[src/rtl/mem_arbiter.sv]
// Two-requester arbiter for one single-port memory: IF vs. load/store (D).
// One transaction at a time (IDLE -> BUSY -> RESP); IF anti-starvation and a timeout watchdog.
module mem_arbiter #(
   parameter int unsigned ADDR_W     = 32,
   parameter int unsigned DATA_W     = 32,
   parameter int unsigned STARVE_MAX = 3,
   parameter int unsigned TIMEOUT    = 255
) (
   input  logic              clk,
   input  logic              n_rst,
   input  logic              if_req,
   input  logic [ADDR_W-1:0] if_addr,
   output logic              if_ack,
   output logic [DATA_W-1:0] if_rdata,
   input  logic              d_req,
   input  logic              d_we,
   input  logic [ADDR_W-1:0] d_addr,
   input  logic [DATA_W-1:0] d_wdata,
   output logic              d_ack,
   output logic [DATA_W-1:0] d_rdata,
   output logic              bus_err,
   output logic              m_req,
   output logic              m_we,
   output logic [ADDR_W-1:0] m_addr,
   output logic [DATA_W-1:0] m_wdata,
   input  logic [DATA_W-1:0] m_rdata,
   input  logic              m_ready
);

   localparam int unsigned SC_W = (STARVE_MAX < 1) ? 1 : $clog2(STARVE_MAX + 1);
   localparam int unsigned WC_W = (TIMEOUT < 2) ? 1 : $clog2(TIMEOUT);
   localparam logic [SC_W-1:0] STARVE_LIM = SC_W'(STARVE_MAX);
   localparam logic [WC_W-1:0] WAIT_LIM   = WC_W'(TIMEOUT - 1);

   typedef enum logic [1:0] {IDLE, BUSY, RESP} state_t;

   state_t            state, state_nxt;
   logic              owner_d;
   logic [SC_W-1:0]   starve_cnt;
   logic [WC_W-1:0]   wait_cnt;
   logic              grant_d, grant_if, done, abort;

   // Arbitration and transaction sequencing
   always_comb begin
      state_nxt = state;
      grant_d   = 1'b0;
      grant_if  = 1'b0;
      done      = 1'b0;
      abort     = 1'b0;
      case (state)
         IDLE: begin
            if (d_req && (!if_req || (starve_cnt < STARVE_LIM))) begin
               grant_d = 1'b1;
            end else if (if_req) begin
               grant_if = 1'b1;
            end
            if (grant_d || grant_if) begin
               state_nxt = BUSY;
            end
         end
         BUSY: begin
            if (m_req && m_ready) begin
               done      = 1'b1;
               state_nxt = RESP;
            end else if (wait_cnt == WAIT_LIM) begin
               abort     = 1'b1;
               state_nxt = RESP;
            end
         end
         RESP:    state_nxt = IDLE;
         default: state_nxt = IDLE;
      endcase
   end

   always_ff @(posedge clk) begin
      if (!n_rst) begin
         state      <= IDLE;
         owner_d    <= 1'b0;
         starve_cnt <= '0;
         wait_cnt   <= '0;
         if_ack     <= 1'b0;
         if_rdata   <= '0;
         d_ack      <= 1'b0;
         d_rdata    <= '0;
         bus_err    <= 1'b0;
         m_req      <= 1'b0;
         m_we       <= 1'b0;
         m_addr     <= '0;
         m_wdata    <= '0;
      end else begin
         state   <= state_nxt;
         if_ack  <= 1'b0;
         d_ack   <= 1'b0;
         bus_err <= 1'b0;

         if (grant_d || grant_if) begin
            owner_d  <= grant_d;
            m_req    <= 1'b1;
            m_we     <= grant_d & d_we;
            m_addr   <= grant_d ? d_addr : if_addr;
            m_wdata  <= grant_d ? d_wdata : '0;
            wait_cnt <= '0;
            // Only D wins against a waiting IF count toward starvation
            starve_cnt <= (grant_d && if_req) ? starve_cnt + SC_W'(1) : '0;
         end

         if (state == BUSY && !done && !abort) begin
            wait_cnt <= wait_cnt + WC_W'(1);
         end

         if (done || abort) begin
            m_req   <= 1'b0;
            if_ack  <= !owner_d;
            d_ack   <= owner_d;
            bus_err <= abort;
         end

         // Read data is only replaced on a successful completion
         if (done) begin
            if (!owner_d) begin
               if_rdata <= m_rdata;
            end else if (!m_we) begin
               d_rdata <= m_rdata;
            end
         end
      end
   end

endmodule

[config.mk]
export PLATFORM = sky130hd
export DESIGN_NAME = mem_arbiter
export DESIGN_NICKNAME = d
export VERILOG_FILES = /design/src/rtl/mem_arbiter.sv
export SDC_FILE = /design/constraint.sdc
export NUM_CORES = 1
export LEC_CHECK = 0
export CAP_MARGIN = 20
export CORE_ASPECT_RATIO = 1.2
export CORE_MARGIN = 2
export CORE_UTILIZATION = 35
export CTS_BUF_LIST = sky130_fd_sc_hd__clkbuf_16
export DETAILED_ROUTE_END_ITERATION = 6
export GPL_ROUTABILITY_DRIVEN = 0
export PLACE_DENSITY_LB_ADDON = 0.12
export RECOVER_POWER = 100
export SYNTH_ARGS = -nofsm -noshare
export SYNTH_HDL_FRONTEND = slang
export SYNTH_SLANG_ARGS = --single-unit
[constraint.sdc]
create_clock -name clk -period 2.2 [get_ports clk]
set_input_delay 0.22 -clock clk [delete_from_list [all_inputs] [get_ports clk]]
set_output_delay 0.22 -clock clk [all_outputs]
set_load 0.01 [all_outputs]
; ---- Word-level counts from Yosys, hierarchy flattened
; Index checks and enable logic that the tools add are counted.
[op_classes]
add_sub_neg = 2
order_cmp = 1
n_eq_ne = 4
n_mux = 21
bitwise = 4
reduce_logical = 20
[op_table]
columns = operator, count
row1 = 2-to-1 mux 32 bit, 2
row2 = 2-to-1 mux 8 bit, 2
row3 = 2-to-1 mux 1 bit, 12
row4 = adder 8 x 1 -> 8 bit (second input constant), 1
row5 = == test 8 bit (second input constant), 1
row6 = 2-to-1 mux 2 bit, 4
row7 = AND reduction 2 bit, 3
row8 = logical AND 1 bit, 5
row9 = zero test 1 bit, 4
row10 = logical OR 1 bit, 4
row11 = case mux 2 bit (2 select lines), 1
row12 = != test 3 bit (second input constant), 1
row13 = inverter 1 bit, 3
row14 = AND reduction 3 bit, 1
row15 = adder 2 x 1 -> 2 bit (second input constant), 1
row16 = == test 2 x 1 -> 1 bit (second input constant), 1
row17 = zero test 2 bit, 1
row18 = < comparator 2 bit (second input constant), 1
row19 = != test 2 bit (second input constant), 1
row20 = nonzero test 2 bit, 1
row21 = OR reduction 2 bit, 1
row22 = AND 1 bit, 1
[word_totals]
regBits = 146
output_inout_bits = 133

; ---- Depth between registers and ports, before layout
; Gate-level depths: netlist of run 1.
[depth]
word_depth = 9
ltp_mapped = 8
depth_no_buf = 6

; ---- Worst setup path before layout of run 1
; No wires, ideal clock.
[synth_path]
path_kind = reg-to-reg
startpoint = register wait_cnt[0]
endpoint = register wait_cnt[3]
setup_time_ns = 0.062
t_arrival_ns = 1.443
slack_ns = 0.695
path_stages_with_launch = 7
path_buffers = 0
path_cell_list = dfxtp_1 > inv_1 > ha_1 > nand3_1 > o211ai_4 > or4_1 > nand3_1
[synth_between]
elab_chain_cells = 7
elab_cells_between_ends = 9
[synth_rtl]
columns = item, line_no
row1 = "start, declared", 40  ; logic [WC_W-1:0] wait_cnt;
row2 = "start signal, assigned", 108  ; wait_cnt <= wait_cnt + WC_W'(1);
row3 = == test 8 bit, 65  ; end else if (wait_cnt == WAIT_LIM) begin
row4 = 2-to-1 mux 1 bit, 65
row5 = 2-to-1 mux 1 bit, 62  ; if (m_req && m_ready) begin
row6 = 2-to-1 mux 1 bit, 50  ; case (state)
row7 = zero test 1 bit, 107  ; if (state == BUSY && !done && !abort) begin
row8 = logical AND 1 bit, 107
row9 = 2-to-1 mux 8 bit / nonzero test 2 bit (equally long branches), -
; Several ways; a longest one is shown, not always the timed one.
; A chain may end at the register's enable or synchronous reset.

; ---- Worst setup path in the final report of run 1
[layout_path]
startpoint = register state[1]
endpoint = register if_rdata[2]
[layout_between]
elab_chain_cells = 3
[layout_rtl]
columns = item, line_no
row1 = "start, declared", 37  ; state_t state, state_nxt;
row2 = "start signal, assigned", 91  ; state <= state_nxt;
row3 = == test 2 x 1 -> 1 bit, 50
row4 = 2-to-1 mux 1 bit, 50
row5 = AND reduction 2 bit (no source line), -
row6 = "end signal, assigned", 121  ; if_rdata <= m_rdata;
row7 = "end, declared", 14  ; output logic [DATA_W-1:0] if_rdata,
; No other way between the ends.

==> flow_results.xml, run 1 <==
<?xml version="1.0" encoding="UTF-8"?>
<metrics>
  <group name="setup_path">
    <metric name="worstPathRequired" unit="ps">2480</metric>
    <metric name="critPathCaptureType" unit="">register</metric>
    <metric name="max_stage_delay" unit="ps">430</metric>
    <metric name="timing.critical_path.cells" unit="">nand2b_1 -&gt; or3_1 -&gt; clkbuf_2 -&gt; nand2_1 -&gt; a21oi_1</metric>
    <metric name="setup.worst_path.class" unit="">reg -&gt; reg</metric>
    <metric name="setup.worst_path.start_class" unit="">register</metric>
    <metric name="timing.critical_path.buf_inv" unit="">1</metric>
    <metric name="critical_path_peak_fanout" unit="">32</metric>
    <metric name="worstPathArrival" unit="ps">2070</metric>
    <metric name="critical_path.top_delay_family" unit="">simple AND/OR/NAND/NOR gates</metric>
    <metric name="cpMaxStageDelayCell" unit="">sky130_fd_sc_hd__clkbuf_2</metric>
  </group>
  <group name="synth">
    <metric name="postSynthCellCount" unit="">657</metric>
    <metric name="syn-mean-instance-area" unit="um2">8.24</metric>
    <metric name="synth_top_area_share" unit="%">54.0</metric>
    <metric name="ys_ff_latch" unit="">146</metric>
    <metric name="synth-edff-count" unit="">0</metric>
    <metric name="synth_cell_type_count" unit="">42</metric>
    <metric name="postSynth.asyncResetShare" unit="%">0</metric>
    <metric name="most_frequently_used_flop_master_after_synthesis" unit="">sky130_fd_sc_hd__dfxtp_1</metric>
    <metric name="netlist_top_cells_area" unit="">sky130_fd_sc_hd__dfxtp_1 54%, sky130_fd_sc_hd__nand2_1 14%, sky130_fd_sc_hd__a21oi_1 6.2%</metric>
    <metric name="synth_area" unit="um2">5410</metric>
    <metric name="yosysSeqAreaShare" unit="%">54.0</metric>
    <metric name="synth_fp_nets" unit="">794</metric>
    <metric name="synth_top_area_cell" unit="">sky130_fd_sc_hd__dfxtp_1</metric>
    <metric name="synth_warnings" unit="">0</metric>
  </group>
  <group name="min_path">
    <metric name="hold_path.class" unit="">in -&gt; reg</metric>
  </group>
  <group name="clock_network">
    <metric name="cts_post_setup_buffers_inserted" unit="">0</metric>
    <metric name="cts_tree" unit="">done</metric>
    <metric name="cts_hold_repair.buffers" unit="">0</metric>
    <metric name="clock-root-buffer" unit="">sky130_fd_sc_hd__clkbuf_16</metric>
    <metric name="cts.reportedPaths.clkPinSlew" unit="ps">60</metric>
    <metric name="clock_tree.htree_level_count" unit="">4</metric>
    <metric name="cts_repair_resize_count" unit="">0</metric>
    <metric name="cts_inserted_buffers" unit="">17</metric>
    <metric name="clock_sinks" unit="">146</metric>
    <metric name="clkLatencyLatePin" unit="ps">410</metric>
    <metric name="max_buffers_root_to_sink" unit="">2</metric>
  </group>
  <group name="sta">
    <metric name="max-slew-margin-rel" unit="%">44.6</metric>
    <metric name="final.setup.worst_slack" unit="ps">416</metric>
    <metric name="min_period_over_period" unit="%">81.1</metric>
    <metric name="report.final.slew_viol_count" unit="">0</metric>
    <metric name="final_hold_viol_count" unit="">0</metric>
    <metric name="holdWs" unit="ps">368</metric>
    <metric name="final_period_minus_worst_setup_slack" unit="ps">1780</metric>
    <metric name="unrepaired_setup_endpoints_after_global_routing" unit="">false</metric>
    <metric name="finClkSkew" unit="ps">10.6</metric>
    <metric name="timing.final.setup_violations" unit="">0</metric>
    <metric name="fmaxAchievable" unit="GHz">0.560</metric>
    <metric name="fin_tns_setup" unit="ps">0</metric>
    <metric name="tightestPinTransition" unit="ps">826</metric>
  </group>
  <group name="detailed_routing">
    <metric name="detailedRoute.firstPassIterationCount" unit="">5</metric>
    <metric name="vias" unit="">5544</metric>
    <metric name="detail-route-antenna-nets" unit="">0</metric>
    <metric name="wl_per_cell" unit="um">14.8</metric>
    <metric name="postRouteWirelength" unit="um">16600</metric>
    <metric name="drt_iter0_drcs" unit="">359</metric>
    <metric name="route.detailed.vias_per_inst" unit="">4.94</metric>
    <metric name="drc" unit="">0</metric>
  </group>
  <group name="layout">
    <metric name="mostFrequentLayoutCells" unit="">199 x sky130_fd_sc_hd__nand2_1, 146 x sky130_fd_sc_hd__dfxtp_1, 134 x sky130_fd_sc_hd__dlygate4sd3_1, 132 x sky130_fd_sc_hd__clkdlybuf4s50_1, 68 x sky130_fd_sc_hd__a21oi_1</metric>
    <metric name="finish.instance_area" unit="um2">8800</metric>
    <metric name="numnets_final" unit="">1042</metric>
    <metric name="post_layout_nonfiller_instances" unit="">1122</metric>
    <metric name="area_growth_syn_to_layout" unit="%">62.5</metric>
    <metric name="finalCoreUtilization" unit="%">58.3</metric>
    <metric name="final_common_cell" unit="">sky130_fd_sc_hd__nand2_1</metric>
    <metric name="post_route_cells_drive_above_1_share" unit="%">5.56</metric>
    <metric name="num_antenna_cells" unit="">0</metric>
  </group>
  <group name="global_routing">
    <metric name="global_route_wire_length_before_repair" unit="um">27000</metric>
    <metric name="grt_max_degree" unit="">80</metric>
    <metric name="overflow" unit="">0</metric>
    <metric name="grt_pass1_vias" unit="">5503</metric>
    <metric name="grt_util_all_layers" unit="%">20.0</metric>
    <metric name="grt_antenna_before_repair" unit="">0</metric>
  </group>
  <group name="floorplanning">
    <metric name="core_region_area" unit="um2">15100</metric>
    <metric name="fp-row-count" unit="">49</metric>
    <metric name="initial_core_util" unit="%">35.9</metric>
    <metric name="chipWidth" unit="um">118</metric>
    <metric name="fp.dieArea" unit="um2">16500</metric>
    <metric name="boundaryPins" unit="">267</metric>
    <metric name="die-height" unit="um">140</metric>
  </group>
  <group name="run">
    <metric name="cap_viol_max_count" unit="">0</metric>
  </group>
  <group name="place">
    <metric name="hpwl" unit="um">11500</metric>
    <metric name="post-place-ws" unit="ps">324</metric>
    <metric name="post_dp_cell_area" unit="um2">8300</metric>
    <metric name="io_buffer_count" unit="">266</metric>
    <metric name="dp.cells" unit="">1090</metric>
  </group>
  <group name="power_and_ir_drop">
    <metric name="power.density" unit="nW/um2">736</metric>
    <metric name="vdd.ir_drop.worst" unit="V">0.000420</metric>
    <metric name="leakage_power" unit="nW">3.58</metric>
    <metric name="fin_total_pwr" unit="mW">6.48</metric>
  </group>
  <group name="outcome">
    <metric name="outcome" unit="">finished, final reports clean</metric>
  </group>
</metrics>
==> cells in the mapped netlist, types with 2 or more instances <==
master and number:
sky130_fd_sc_hd__and2_1 2, sky130_fd_sc_hd__nor4_1 2, sky130_fd_sc_hd__a21oi_1 67, sky130_fd_sc_hd__a22oi_1 33
sky130_fd_sc_hd__ha_1 3, sky130_fd_sc_hd__nor2_1 39, sky130_fd_sc_hd__nand3_1 12, sky130_fd_sc_hd__nand2_1 199
sky130_fd_sc_hd__dfxtp_1 146, sky130_fd_sc_hd__o21ai_0 34, sky130_fd_sc_hd__nand2b_1 2, sky130_fd_sc_hd__nand4_1 2
sky130_fd_sc_hd__inv_1 2, sky130_fd_sc_hd__o211a_1 2, sky130_fd_sc_hd__clkbuf_1 32, sky130_fd_sc_hd__buf_2 17
sky130_fd_sc_hd__a31oi_1 34, sky130_fd_sc_hd__and3_1 2, sky130_fd_sc_hd__or3_1 4
==> layout make-up <==
cell class | count | area, um2
Multi-Input combinational cell | 458 | 2250
Clock inverter | 15 | 118
Clock buffer | 17 | 425
Inverter | 3 | 12.5
Timing Repair Buffer | 279 | 2810
Fill cell | 1398 | 6290
Tap cell | 204 | 255
Sequential cell | 146 | 2920
==> state kept, by name, indices dropped and copies added (netlist names) <==
signal	flops
if_rdata	32
m_addr	32
m_we	1
starve_cnt	2
bus_err	1
wait_cnt	8
owner_d	1
m_req	1
m_wdata	32
d_rdata	32
state	2
d_ack	1
if_ack	1
==> report_power, final <==
group	switching, mW	leakage, nW	internal [mW]
Sequential	0.0686	1.19	2.78
Combinational	0.468	2.13	0.512
Clock	1.11	0.261	1.54
==> cells by family after synthesis <==
kind of cell	share of synthesized area [%]
buffers and inverters	4.14
flip-flops	54.0
AND/OR/NAND/NOR	21.2
AO/OA/AOI/OAI	20.0
adder cells (fa/ha/maj)	0.694
==> tightest hold or removal path: stages <==
cell and delay [ps]:
sky130_fd_sc_hd__clkdlybuf4s50_1 400, sky130_fd_sc_hd__nand2_1 60, sky130_fd_sc_hd__a31oi_1 60
==> per-layer routing <==
metal  GRT usage (%)  wire length, um  vias to the layer above  part of all wire [%]
met5               0                0                        -                     0
met4            8.81              413                        0                   2.5
met3            5.86             1120                       27                   6.7
met2            34.8             8340                      208                    50
met1            22.9             6710                     2565                    40
li1                -                -                     2744                     -
==> worst paths after layout <==
check / from / endpoint / slack, ps / depth (start not counted)
setup / recovery: state[1] / if_rdata[2] / 420 / 5
hold / removal: d_addr[2] / m_addr[2] / 370 / 3
setup reg to reg: state[1] / if_rdata[2] / 420 / 5
hold reg to reg: d_rdata[14] / d_rdata[14] / 450 / 2
Power figures use the tool's default switching activity.
==> run 2: changes to the inputs <==
==> constraint.sdc (replaced) <==
create_clock -name clk -period 1.7 [get_ports clk]
set_input_delay 0.17 -clock clk [delete_from_list [all_inputs] [get_ports clk]]
set_output_delay 0.17 -clock clk [all_outputs]
set_load 0.01 [all_outputs]
==> flow_results.xml, run 2 (same netlist as run 1, synthesis figures left out) <==
<?xml version="1.0" encoding="UTF-8"?>
<metrics>
  <group name="layout">
    <metric name="num_antenna_cells" unit="">0</metric>
    <metric name="post_route_cells_drive_above_1_share" unit="%">7.23</metric>
    <metric name="numnets_final" unit="">1051</metric>
    <metric name="final_common_cell" unit="">sky130_fd_sc_hd__nand2_1</metric>
    <metric name="finalCoreUtilization" unit="%">59.8</metric>
    <metric name="area_growth_syn_to_layout" unit="%">66.5</metric>
    <metric name="mostFrequentLayoutCells" unit="">199 x sky130_fd_sc_hd__nand2_1, 145 x sky130_fd_sc_hd__dfxtp_1, 135 x sky130_fd_sc_hd__clkdlybuf4s50_1, 131 x sky130_fd_sc_hd__dlygate4sd3_1, 67 x sky130_fd_sc_hd__a21oi_1</metric>
    <metric name="post_layout_nonfiller_instances" unit="">1131</metric>
  </group>
  <group name="outcome">
    <metric name="outcome" unit="">finished, final reports clean</metric>
  </group>
  <group name="floorplanning">
    <metric name="chipWidth" unit="um">118</metric>
    <metric name="core_region_area" unit="um2">15100</metric>
    <metric name="fp-row-count" unit="">49</metric>
    <metric name="boundaryPins" unit="">267</metric>
    <metric name="fp.dieArea" unit="um2">16500</metric>
    <metric name="die-height" unit="um">140</metric>
    <metric name="initial_core_util" unit="%">35.9</metric>
  </group>
  <group name="clock_network">
    <metric name="cts_inserted_buffers" unit="">17</metric>
    <metric name="cts_tree" unit="">done</metric>
    <metric name="cts.reportedPaths.clkPinSlew" unit="ps">60</metric>
    <metric name="clock_tree.htree_level_count" unit="">4</metric>
    <metric name="max_buffers_root_to_sink" unit="">2</metric>
    <metric name="clkLatencyLatePin" unit="ps">410</metric>
    <metric name="clock_sinks" unit="">146</metric>
    <metric name="clock-root-buffer" unit="">sky130_fd_sc_hd__clkbuf_16</metric>
  </group>
  <group name="sta">
    <metric name="report.final.slew_viol_count" unit="">0</metric>
    <metric name="holdWs" unit="ps">324</metric>
    <metric name="tightestPinTransition" unit="ps">373</metric>
    <metric name="final.setup.worst_slack" unit="ps">110</metric>
    <metric name="fmaxAchievable" unit="GHz">0.629</metric>
    <metric name="max-slew-margin-rel" unit="%">75.2</metric>
    <metric name="final_period_minus_worst_setup_slack" unit="ps">1590</metric>
    <metric name="timing.final.setup_violations" unit="">0</metric>
    <metric name="finClkSkew" unit="ps">7.59</metric>
    <metric name="final_hold_viol_count" unit="">0</metric>
    <metric name="min_period_over_period" unit="%">93.5</metric>
  </group>
  <group name="detailed_routing">
    <metric name="detailedRoute.firstPassIterationCount" unit="">6</metric>
    <metric name="m1WireLength" unit="um">6990</metric>
    <metric name="dr_wl_met3" unit="um">1150</metric>
    <metric name="drt_iter0_drcs" unit="">311</metric>
    <metric name="detail-route-antenna-nets" unit="">0</metric>
    <metric name="route.detailed.vias_per_inst" unit="">4.93</metric>
    <metric name="postRouteWirelength" unit="um">17000</metric>
    <metric name="highest-signal-layer" unit="">met4</metric>
    <metric name="drc" unit="">0</metric>
    <metric name="vias" unit="">5579</metric>
    <metric name="wl_met2" unit="um">8490</metric>
    <metric name="wl_per_cell" unit="um">15.0</metric>
  </group>
  <group name="setup_path">
    <metric name="worstPathRequired" unit="ps">2010</metric>
    <metric name="worstPathArrival" unit="ps">1900</metric>
    <metric name="critPathCaptureType" unit="">register</metric>
    <metric name="regToRegSetupSlack" unit="ps">110</metric>
    <metric name="worst_r2r_startpoint" unit="">wait_cnt[0]</metric>
    <metric name="critical_path_peak_fanout" unit="">7</metric>
    <metric name="setup.worst_path.class" unit="">reg -&gt; reg</metric>
    <metric name="worst_reg_to_reg_cells" unit="">7</metric>
    <metric name="worst_r2r_endpoint" unit="">wait_cnt[4]</metric>
    <metric name="setup.worst_path.start_class" unit="">register</metric>
  </group>
  <group name="min_path">
    <metric name="hold_path.startpoint" unit="">d_addr[4]</metric>
    <metric name="hold_path.class" unit="">in -&gt; reg</metric>
    <metric name="hold_path_depth" unit="">3</metric>
    <metric name="min_delay_worst_endpoint" unit="">m_addr[4]</metric>
  </group>
  <group name="place">
    <metric name="hpwl" unit="um">12000</metric>
    <metric name="io_buffer_count" unit="">266</metric>
    <metric name="dp.cells" unit="">1099</metric>
    <metric name="post-place-ws" unit="ps">41.9</metric>
  </group>
  <group name="global_routing">
    <metric name="global_route_wire_length_before_repair" unit="um">27100</metric>
    <metric name="overflow" unit="">0</metric>
    <metric name="grt_max_degree" unit="">79</metric>
    <metric name="grt_pass1_vias" unit="">5532</metric>
    <metric name="grt_antenna_before_repair" unit="">0</metric>
    <metric name="grt_util_all_layers" unit="%">20.0</metric>
  </group>
  <group name="run">
    <metric name="cap_viol_max_count" unit="">0</metric>
  </group>
  <group name="power_and_ir_drop">
    <metric name="fin_total_pwr" unit="mW">8.82</metric>
    <metric name="vdd.ir_drop.worst" unit="V">0.000573</metric>
    <metric name="leakage_power" unit="nW">3.68</metric>
    <metric name="power.density" unit="nW/um2">978</metric>
  </group>
</metrics>
==> run 2: changes by cell type in the layout (fill, tap and decap cells not counted), sizes merged <==
cell,change
bufinv,+2
buf,+10
clkinv,+3
inv,-1
clkinvlp,-4
clkbuf,-1
dlygate4sd3,-3
clkdlybuf4s50,+3
==> run 2: critical path: stages (launching register included) <==
cell	delay, ps
sky130_fd_sc_hd__dfxtp_2	340
sky130_fd_sc_hd__inv_1	60
sky130_fd_sc_hd__ha_1	160
sky130_fd_sc_hd__nand3_2	130
sky130_fd_sc_hd__o211ai_4	290
sky130_fd_sc_hd__buf_4	180
sky130_fd_sc_hd__nand2_1	80
sky130_fd_sc_hd__a311oi_2	260
==> run 2: worst max-delay path by stage <==
| stage | endpoint | start | slack, ps |
|---|---|---|---|
| floorplan | wait_cnt[3] | wait_cnt[0] | 190 |
| global route | wait_cnt[4] | wait_cnt[0] | -6 |
| finish | wait_cnt[4] | wait_cnt[0] | 110 |
| CTS | m_we | m_we | 40 |
| detailed placement | d_rdata[22] | m_ready | 40 |
| global placement | d_rdata[4] | m_ready | 80 |
==> run 2: what timing repair did <==
item                                    CTS  global route
hold buffers                              0             0
setup buffers                             0             0
gates resized for setup                   0             5
endpoints found under the setup margin    0            10
==> run 2: final cells by class <==
class	instances	area, um2
Timing Repair Buffer	288	2920
Inverter	3	12.5
Sequential cell	146	2920
Fill cell	1400	6070
Tap cell	204	255
Clock inverter	15	183
Clock buffer	17	425
Multi-Input combinational cell	458	2290
==> run 2: per-layer routing <==
| metal | up-vias | GRT usage (%) |
|---|---|---|
| li1 | 2768 | - |
| met1 | 2585 | 23.3 |
| met2 | 204 | 34.7 |
| met3 | 22 | 5.82 |
| met4 | 0 | 7.80 |
| met5 | - | 0 |
==> run 2: per-stage QoR <==
| stage | cell area [um2] | TNS, ps |
|---|---|---|
| global route | 9010 | -5.98 |
| global placement | 8420 | 0 |
| finish | 9010 | 0 |
| detailed placement | 8420 | 0 |
| CTS | 9020 | 0 |
| floorplan | 5410 | 0 |
==> run 2: where the power goes <==
part / internal (mW) / leakage, nW / switching (mW)
clock network: 2.32 / 0.299 / 1.47
logic: 0.712 / 2.19 / 0.625
registers: 3.60 / 1.19 / 0.0902
